**src/rtl/sram_access_ctrl.sv**
```systemverilog
// rtl/sram_access_ctrl.sv - phase sequencer and cpu/dma arbiter for one SRAM macro
//
// Purpose: grants one of two requesters (cpu, dma) per access and walks the
// macro through IDLE -> PCH -> ACT(xSENSE_CYC) -> XFER -> DONE, driving the
// precharge, wordline, column, write and output-enable controls. Every control
// output is a register that is updated on the edge entering the state it belongs to.
//
// Ports:
//   clk, reset                 single clock, synchronous active-high reset
//   cpu_req/we/addr/wdata      cpu request (level, held until cpu_ack), addr = {row,col}
//   cpu_ack                    one-cycle completion pulse
//   dma_*                      same as cpu_*
//   rdata                      read data, valid in the ack cycle, held until the next read
//   n_pch, n_wl_pch            bitline / decoder precharge, active low
//   wl_ena                     wordline enable
//   row_d, row_nd              row address true / complement
//   col                        one-hot column select, zero when idle
//   wr, lane_wdata             lane write-driver enable and the data driven
//   oe, n_oe                   lane output enable and its complement
//   lane_rdata                 lane data bus, sampled at the end of XFER
module sram_access_ctrl #(
    parameter int ROW_BITS  = 5,
    parameter int COL_BITS  = 2,
    parameter int DATA_W    = 8,
    parameter int SENSE_CYC = 1,
    parameter int DMA_PRIO  = 1
) (
    input  logic                         clk,
    input  logic                         reset,
    input  logic                         cpu_req,
    input  logic                         cpu_we,
    input  logic [ROW_BITS+COL_BITS-1:0] cpu_addr,
    input  logic [DATA_W-1:0]            cpu_wdata,
    output logic                         cpu_ack,
    input  logic                         dma_req,
    input  logic                         dma_we,
    input  logic [ROW_BITS+COL_BITS-1:0] dma_addr,
    input  logic [DATA_W-1:0]            dma_wdata,
    output logic                         dma_ack,
    output logic [DATA_W-1:0]            rdata,
    output logic                         n_pch,
    output logic                         n_wl_pch,
    output logic                         wl_ena,
    output logic [ROW_BITS-1:0]          row_d,
    output logic [ROW_BITS-1:0]          row_nd,
    output logic [(1<<COL_BITS)-1:0]     col,
    output logic                         wr,
    output logic                         oe,
    output logic                         n_oe,
    output logic [DATA_W-1:0]            lane_wdata,
    input  logic [DATA_W-1:0]            lane_rdata
);

    localparam int A    = ROW_BITS + COL_BITS;
    localparam int NCOL = 1 << COL_BITS;

    typedef enum logic [2:0] {
        S_IDLE = 3'd0,
        S_PCH  = 3'd1,
        S_ACT  = 3'd2,
        S_XFER = 3'd3,
        S_DONE = 3'd4
    } state_t;

    state_t                state_q;
    logic [2:0]            cnt_q;
    logic                  we_q;
    logic                  owner_q;     // 1: dma owns the current access
    logic                  rr_q;        // 1: dma wins the next tie (round-robin mode)
    logic [COL_BITS-1:0]   col_addr_q;
    logic                  n_pch_q;
    logic                  n_wl_pch_q;
    logic                  wl_ena_q;
    logic [ROW_BITS-1:0]   row_q;
    logic [NCOL-1:0]       col_q;
    logic                  wr_q;
    logic                  oe_q;
    logic [DATA_W-1:0]     lane_wdata_q;
    logic [DATA_W-1:0]     rdata_q;
    logic                  cpu_ack_q;
    logic                  dma_ack_q;

    logic                  contested;
    logic                  grant_dma;
    logic                  win_we;
    logic [A-1:0]          win_addr;
    logic [DATA_W-1:0]     win_wdata;

    // Arbitration is only acted on in IDLE; the result is ignored elsewhere.
    always_comb begin
        contested = cpu_req & dma_req;
        grant_dma = dma_req;
        if (contested) begin
            grant_dma = (DMA_PRIO != 0) ? 1'b1 : rr_q;
        end
        win_we    = grant_dma ? dma_we    : cpu_we;
        win_addr  = grant_dma ? dma_addr  : cpu_addr;
        win_wdata = grant_dma ? dma_wdata : cpu_wdata;
    end

    always_ff @(posedge clk) begin
        if (reset) begin
            state_q      <= S_IDLE;
            cnt_q        <= 3'd0;
            we_q         <= 1'b0;
            owner_q      <= 1'b0;
            rr_q         <= 1'b0;
            col_addr_q   <= '0;
            n_pch_q      <= 1'b0;
            n_wl_pch_q   <= 1'b0;
            wl_ena_q     <= 1'b0;
            row_q        <= '0;
            col_q        <= '0;
            wr_q         <= 1'b0;
            oe_q         <= 1'b0;
            lane_wdata_q <= '0;
            rdata_q      <= '0;
            cpu_ack_q    <= 1'b0;
            dma_ack_q    <= 1'b0;
        end else begin
            case (state_q)
                S_IDLE: begin
                    if (cpu_req | dma_req) begin
                        owner_q      <= grant_dma;
                        we_q         <= win_we;
                        row_q        <= win_addr[A-1:COL_BITS];
                        col_addr_q   <= win_addr[COL_BITS-1:0];
                        lane_wdata_q <= win_wdata;
                        // Loser of a tie is favoured next time; uncontested grants leave the pointer alone.
                        if (contested && DMA_PRIO == 0) begin
                            rr_q <= ~grant_dma;
                        end
                        state_q <= S_PCH;
                    end
                end
                S_PCH: begin
                    n_pch_q    <= 1'b1;
                    n_wl_pch_q <= 1'b1;
                    wl_ena_q   <= 1'b1;
                    col_q      <= {{(NCOL-1){1'b0}}, 1'b1} << col_addr_q;
                    cnt_q      <= 3'(SENSE_CYC - 1);
                    state_q    <= S_ACT;
                end
                S_ACT: begin
                    if (cnt_q == 3'd0) begin
                        wr_q    <= we_q;
                        oe_q    <= ~we_q;
                        state_q <= S_XFER;
                    end else begin
                        cnt_q <= cnt_q - 3'd1;
                    end
                end
                S_XFER: begin
                    // Wordline drops in the same edge that precharge returns, so the two never overlap.
                    wr_q       <= 1'b0;
                    oe_q       <= 1'b0;
                    wl_ena_q   <= 1'b0;
                    col_q      <= '0;
                    n_pch_q    <= 1'b0;
                    n_wl_pch_q <= 1'b0;
                    if (!we_q) begin
                        rdata_q <= lane_rdata;
                    end
                    cpu_ack_q <= ~owner_q;
                    dma_ack_q <= owner_q;
                    state_q   <= S_DONE;
                end
                S_DONE: begin
                    cpu_ack_q <= 1'b0;
                    dma_ack_q <= 1'b0;
                    state_q   <= S_IDLE;
                end
                default: begin
                    state_q <= S_IDLE;
                end
            endcase
        end
    end

    assign cpu_ack    = cpu_ack_q;
    assign dma_ack    = dma_ack_q;
    assign rdata      = rdata_q;
    assign n_pch      = n_pch_q;
    assign n_wl_pch   = n_wl_pch_q;
    assign wl_ena     = wl_ena_q;
    assign row_d      = row_q;
    assign row_nd     = ~row_q;
    assign col        = col_q;
    assign wr         = wr_q;
    assign oe         = oe_q;
    assign n_oe       = ~oe_q;
    assign lane_wdata = lane_wdata_q;

    always_ff @(posedge clk) begin
        if (!reset) begin
            assert (!(wl_ena_q && !n_pch_q));
            assert (!(wr_q && oe_q));
            assert ($countones(col_q) <= 1);
            assert (!(wr_q || oe_q) || state_q == S_XFER);
            assert (!(cpu_ack_q && dma_ack_q));
        end
    end

endmodule

```
**config.mk**
```make
export PLATFORM = sky130hd
export DESIGN_NAME = sram_access_ctrl
export DESIGN_NICKNAME = d
export VERILOG_FILES = /design/src/rtl/sram_access_ctrl.sv
export SDC_FILE = /design/constraint.sdc
export NUM_CORES = 1
export LEC_CHECK = 0
export ABC_AREA = 1
export BUFFER_PORTS_ARGS = -buffer_cell sky130_fd_sc_hd__buf_4
export CAP_MARGIN = 20
export CORE_ASPECT_RATIO = 1.75
export CORE_MARGIN = 10
export CORE_UTILIZATION = 30
export CTS_CLUSTER_DIAMETER = 150
export DETAILED_ROUTE_END_ITERATION = 12
export GPL_ROUTABILITY_DRIVEN = 0
export PLACE_DENSITY = 0.65
export RECOVER_POWER = 50
export SKIP_LAST_GASP = 1
export SLEW_MARGIN = 20
export SYNTH_ARGS = -nofsm -noshare
export SYNTH_HDL_FRONTEND = slang
export SYNTH_SLANG_ARGS = --single-unit
export TNS_END_PERCENT = 100
```
**constraint.sdc**
```tcl
create_clock -name clk -period 1.5 [get_ports clk]
set_input_delay 0.075 -clock clk [delete_from_list [all_inputs] [get_ports clk]]
set_output_delay 0.075 -clock clk [all_outputs]
set_load 0.03 [all_outputs]
```
* After elaboration in Yosys (flattened, before gate mapping)
Index checks and enable logic that the tools add are counted.
** Storage, ports and cells
- Bits of input ports :: 44
- Bits in registers :: 40
- Logic and storage cells :: 57
** Operators by class
- Reductions and logical operators :: 11
- Mux-type cells :: 17
- Bitwise logic cells :: 6
- Shifts and indexed selects :: 1
- $add $sub $neg :: 1
- Eq/ne operators :: 7
** Operator list (count)
- case mux 3 bit (4 select lines) :: 1
- case mux 1 bit (2 select lines) :: 5
- AND reduction 2 bit :: 5
- 2-to-1 mux 3 bit :: 3
- 2-to-1 mux 8 bit :: 1
- case mux 4 bit (2 select lines) :: 1
- nonzero test 2 bit :: 4
- 2-to-1 mux 7 bit :: 1
- equality test 3 x 2 -> 1 bit (second input constant) :: 2
- zero test 3 bit :: 2
- inequality test 2 bit (second input constant) :: 3
- case mux 3 bit (2 select lines) :: 1
- NOT 5 bit :: 1
- 2-to-1 mux 1 bit :: 4
- left shift 1 x 2 -> 4 bit (first input constant) :: 1
- equality test 3 x 1 -> 1 bit (second input constant) :: 1
- equality test 3 bit (second input constant) :: 1
- NOT 1 bit :: 3
- subtractor 3 x 1 -> 3 bit (second input constant) :: 1
- AND 1 bit :: 1
- OR 1 bit :: 1

* Longest topological paths before layout
- Depth in word-level cells :: 3
- Mapped depth :: 8

* Worst setup path before layout
No wires, ideal clock.
- Path type :: reg-to-reg
- From :: register cnt_q[0]
- To :: register cnt_q[0]
- Setup slack :: 415 ps
- Clock period less this slack :: 1085 ps
- Path buffers :: 0
- Data arrival time :: 974 ps
- Stages on the path, launching flop included :: 9
- Cell sequence :: dfxtp_1 inv_1 ha_1 nand2_1 nand3_1 nand2_1 inv_1 nor2_1 nor2_1
** Between the ends
- Cells in the longest elaborated chain, start to end :: 3
- Elaborated cells between the ends (all ways) :: 6
** Ends and longest elaborated chain
- from (decl) :: line 66 : logic [2:0] cnt_q;
- from (signal assigned) :: line 141 : cnt_q <= 3'(SENSE_CYC - 1);
- from (signal assigned) :: line 150 : cnt_q <= cnt_q - 3'd1;
- subtractor 3 x 1 -> 3 bit or zero test 3 bit (tied branches) :: line 150, 145
- 2-to-1 mux 3 bit or inequality test 2 bit (tied branches)
- case mux 3 bit (2 select lines) or AND reduction 2 bit (tied branches)
Several ways; a longest one is shown, not always the timed one. The select of a mux whose other input is x is not followed.
A chain may end at the register's enable or synchronous reset.

* Worst setup path in the final report
- From :: register state_q[0]
- To :: register cnt_q[1]
** Between the ends
- Cells in the longest elaborated chain, start to end :: 3
- Elaborated cells between the ends (all ways) :: 6
** Ends and longest elaborated chain
- from (decl) :: line 65 : state_t state_q;
- from (signal assigned) :: line 103 : state_q <= S_IDLE;
- from (signal assigned) :: line 133 : state_q <= S_PCH;
- from (signal assigned) :: line 142 : state_q <= S_ACT;
- equality test 3 x 2 -> 1 bit or equality test 3 x 1 -> 1 bit (tied branches) :: line 121 : case (state_q)
- inequality test 2 bit (no source line) or nonzero test 2 bit (tied branches)
- AND reduction 2 bit (no source line)
Several ways; a longest one is shown, not always the timed one.

==> flow_metrics.py <==
metrics = {
    "sta": {
        "post-route-min-period_ps": 1260,
        "final_critical_path_setup_slack_ps": 242,
        "max_freq_mhz": 795,
        "final_max_slew_viol_count": 0,
        "timing.slew.headroom_pct": 71.5,
        "rsz0062_at_grt": "false",
        "timing_hold_violations_final": 0,
        "setup-violations-final": 0,
        "worst_clock_skew_on_the_final_layout_ps": 7.91,
        "worst_margin_slew_ps": 424,
        "finalCritPeriodShare_pct": 83.9,
        "setup_total_negative_slack_ps": 0,
    },
    "clocking": {
        "tritoncts": "yes",
        "ctsHoldBuffers": 0,
        "tritoncts_num_sinks": 40,
        "cts-root-buf": "sky130_fd_sc_hd__clkbuf_8",
        "cts_resized": 0,
        "cts_made_buffers": 5,
        "post-cts-setup-buffers": 0,
        "clk_pin_slew_ps": 80,
        "cts_max_path_buffers": 2,
        "htreeDepth": 2,
        "clock_latency_ps": 290,
    },
    "detailed_routing": {
        "post_drt_via_cell_ratio": 4.17,
        "initialDrtViolationCount": 64,
        "drt.antenna.violating_nets": 0,
        "routed_wl_um": 5230,
        "vias": 1849,
        "wl_per_cell_um": 11.8,
        "drtPass1Iterations": 4,
        "drcViolationCount": 0,
    },
    "floorplan": {
        "chipWidth_um": 79.8,
        "num_io_pins": 82,
        "initial_core_util_pct": 30.6,
        "floorplan.rows": 38,
        "core_area_um2": 6130,
        "die-area_um2": 9950,
        "fp.dieH_um": 125,
    },
    "global_route": {
        "grt_pass1_vias": 1838,
        "largest_net_degree_at_the_start_of_global_routing": 34,
        "initial_antenna_violation_count": 0,
        "global_route.usage.total_pct": 10.4,
        "grt_remaining_overflow": 0,
        "grt_pass1_wl_um": 8340,
    },
    "synth": {
        "synth-xor-area-share_pct": 0,
        "mappedNetlistArea_um2": 1880,
        "number_of_unique_standard_cell_types_used_by_synthesis": 22,
        "yosys-mux-area-fraction_pct": 0,
        "synth_seq_cells": 40,
        "synth-adder-area-share_pct": 1.33,
        "synth_compound_area_share_pct": 10.9,
        "synth_sequential_area_ratio_pct": 42.6,
        "syn-instance-count": 282,
        "synth_area_per_cell_um2": 6.66,
        "synth_top_family_by_area": "simple AND/OR/NAND/NOR gates",
        "postSynthNetCount": 328,
        "number_of_warnings_issued_by_yosys": 0,
        "synth_simple_gate_area_share_pct": 31.3,
    },
    "cells_and_area": {
        "instances_no_fill": 443,
        "antenna_cells_inserted": 0,
        "layout.filler_cells": 660,
        "layout.core_utilization_pct": 40.9,
        "nNetsFinal": 408,
        "synthToLayoutAreaGrowth_pct": 33.6,
        "post_route_cells_drive_above_1_share_pct": 17.9,
        "post-route-cell-area_um2": 2510,
    },
    "run_status": {
        "result_of_the_run": "complete, no violations",
    },
    "hold_path": {
        "timing.hold.worst.start": "lane_rdata[7]",
        "hold_path_class": "in -> reg",
    },
    "place": {
        "io_buffer_count": 81,
        "cell_area_after_placement_um2": 2540,
        "dpl.cell_count": 435,
        "hpwlAfterDp_um": 4240,
        "minimum_setup_slack_after_placement_ps": 227,
    },
    "setup_path": {
        "end_kind": "register",
        "cp-startpoint": "state_q[0]$_SDFFE_PP0P_",
        "timing.reg2reg.setup_slack_ps": 240,
        "path_class": "reg -> reg",
        "critical_path_peak_fanout": 6,
        "startpoint_type": "register",
        "timing.critical_path.required_ps": 1690,
        "cp_data_arrival_time_ps": 1450,
        "worstReg2RegStart": "state_q[0]$_SDFFE_PP0P_",
    },
    "job": {
        "maxCapViolations": 0,
    },
    "power": {
        "powerDensity_nw_per_um2": 1280,
        "ir_drop_mv": 0.501,
        "static-leakage-power_nw": 1.21,
    },
}
logic make-up after synthesis:
kind of cell / after synthesis
and+or+nand+nor: 145
buffers and inverters: 58
DFF: 40
AOI/OAI and AO/OA: 37
adders and majority gates: 2
flip-flops by register name, summed over array words and instances (netlist names):
| register | flops |
|---|---|
| row_d | 5 |
| cpu_ack | 1 |
| state_q | 3 |
| col_addr_q | 2 |
| col | 4 |
| oe | 1 |
| rdata | 8 |
| lane_wdata | 8 |
| cnt_q | 3 |
| wr | 1 |
| dma_ack | 1 |
| wl_ena | 1 |
| owner_q | 1 |
| we_q | 1 |
synthesized netlist by cell type:
| master | n | area, um^2 |
|---|---|---|
| sky130_fd_sc_hd__nand3_1 | 11 | 55.1 |
| sky130_fd_sc_hd__buf_4 | 2 | 15.0 |
| sky130_fd_sc_hd__nor2_4 | 2 | 22.5 |
| sky130_fd_sc_hd__nand2_2 | 2 | 12.5 |
| sky130_fd_sc_hd__nand2_4 | 1 | 11.3 |
| sky130_fd_sc_hd__a21oi_1 | 10 | 50.1 |
| sky130_fd_sc_hd__inv_2 | 2 | 7.51 |
| sky130_fd_sc_hd__clkinv_2 | 1 | 5.00 |
| sky130_fd_sc_hd__ha_1 | 2 | 25.0 |
| sky130_fd_sc_hd__buf_1 | 1 | 3.75 |
| sky130_fd_sc_hd__clkbuf_1 | 3 | 11.3 |
| sky130_fd_sc_hd__buf_6 | 4 | 45.0 |
| sky130_fd_sc_hd__inv_1 | 42 | 158 |
| sky130_fd_sc_hd__nor2_1 | 61 | 229 |
| sky130_fd_sc_hd__nand2_1 | 67 | 251 |
| sky130_fd_sc_hd__o21ai_0 | 25 | 125 |
| sky130_fd_sc_hd__nor2_2 | 1 | 6.26 |
| sky130_fd_sc_hd__buf_2 | 2 | 10.0 |
| sky130_fd_sc_hd__clkinv_1 | 1 | 3.75 |
| sky130_fd_sc_hd__o211ai_4 | 1 | 21.3 |
| sky130_fd_sc_hd__dfxtp_1 | 40 | 801 |
| sky130_fd_sc_hd__a21oi_2 | 1 | 8.76 |
per-layer routing:
metal,wire length [um],GRT usage (%),vias to the layer above
li1,-,-,1001
met1,1960,9.43,792
met2,2820,19.5,47
met3,290,3.03,9
met4,157,5.42,0
met5,0,0,-
through the flow:
step           total power, mW  hold slack (ps)
2_1_floorplan             2.11              238
6_report                  3.22             34.7
3_5_place_dp              2.52              336
3_3_place_gp              2.50              326
4_1_cts                   3.39             27.6
5_1_grt                   3.44             33.4
critical path: stages (launching register included):
cell	delay, ps
sky130_fd_sc_hd__dfxtp_1	430
sky130_fd_sc_hd__inv_1	100
sky130_fd_sc_hd__nor2_2	130
sky130_fd_sc_hd__nand2_1	180
sky130_fd_sc_hd__nand2_1	140
sky130_fd_sc_hd__inv_1	70
sky130_fd_sc_hd__nor2_1	80
sky130_fd_sc_hd__nor2_1	40
area by class of cell:
class	instances	area, um^2	area share, %
clock buffer	6	72.6	2.89
clock inverter	2	35.0	1.40
inverter	46	174	6.93
multi-input combinational	184	818	32.6
sequential	40	801	31.9
tap	80	100	3.99
timing repair buffer	85	508	20.2
final timing paths:
check / to / cells past startpoint
worst max-delay path: cnt_q[1]$_SDFFE_PP0P_ / 7
worst min-delay path: rdata[7]$_SDFFE_PP0P_ / 3
worst max register to register: cnt_q[1]$_SDFFE_PP0P_ / 7
worst min register to register: col[3]$_SDFFE_PP0P_ / 2
cells in the final DEF (no fill, tap or decap), types with 5 or more instances in the layout:
master	Yosys	routed
sky130_fd_sc_hd__o21ai_0	25	25
sky130_fd_sc_hd__nand2_1	67	67
sky130_fd_sc_hd__clkbuf_8	0	5
sky130_fd_sc_hd__nand3_1	11	11
sky130_fd_sc_hd__inv_1	42	42
sky130_fd_sc_hd__buf_4	2	46
sky130_fd_sc_hd__nor2_1	61	61
sky130_fd_sc_hd__a21oi_1	10	10
sky130_fd_sc_hd__dfxtp_1	40	40
sky130_fd_sc_hd__clkbuf_1	3	39
report_power, final:
| group | leakage, nW | switching, mW | internal, mW |
|---|---|---|---|
| combinational | 0.825 | 0.737 | 0.338 |
| sequential | 0.328 | 0.0827 | 1.20 |
| clock | 0.0552 | 0.364 | 0.494 |
No activity file was read; power rests on OpenSTA's default activity.
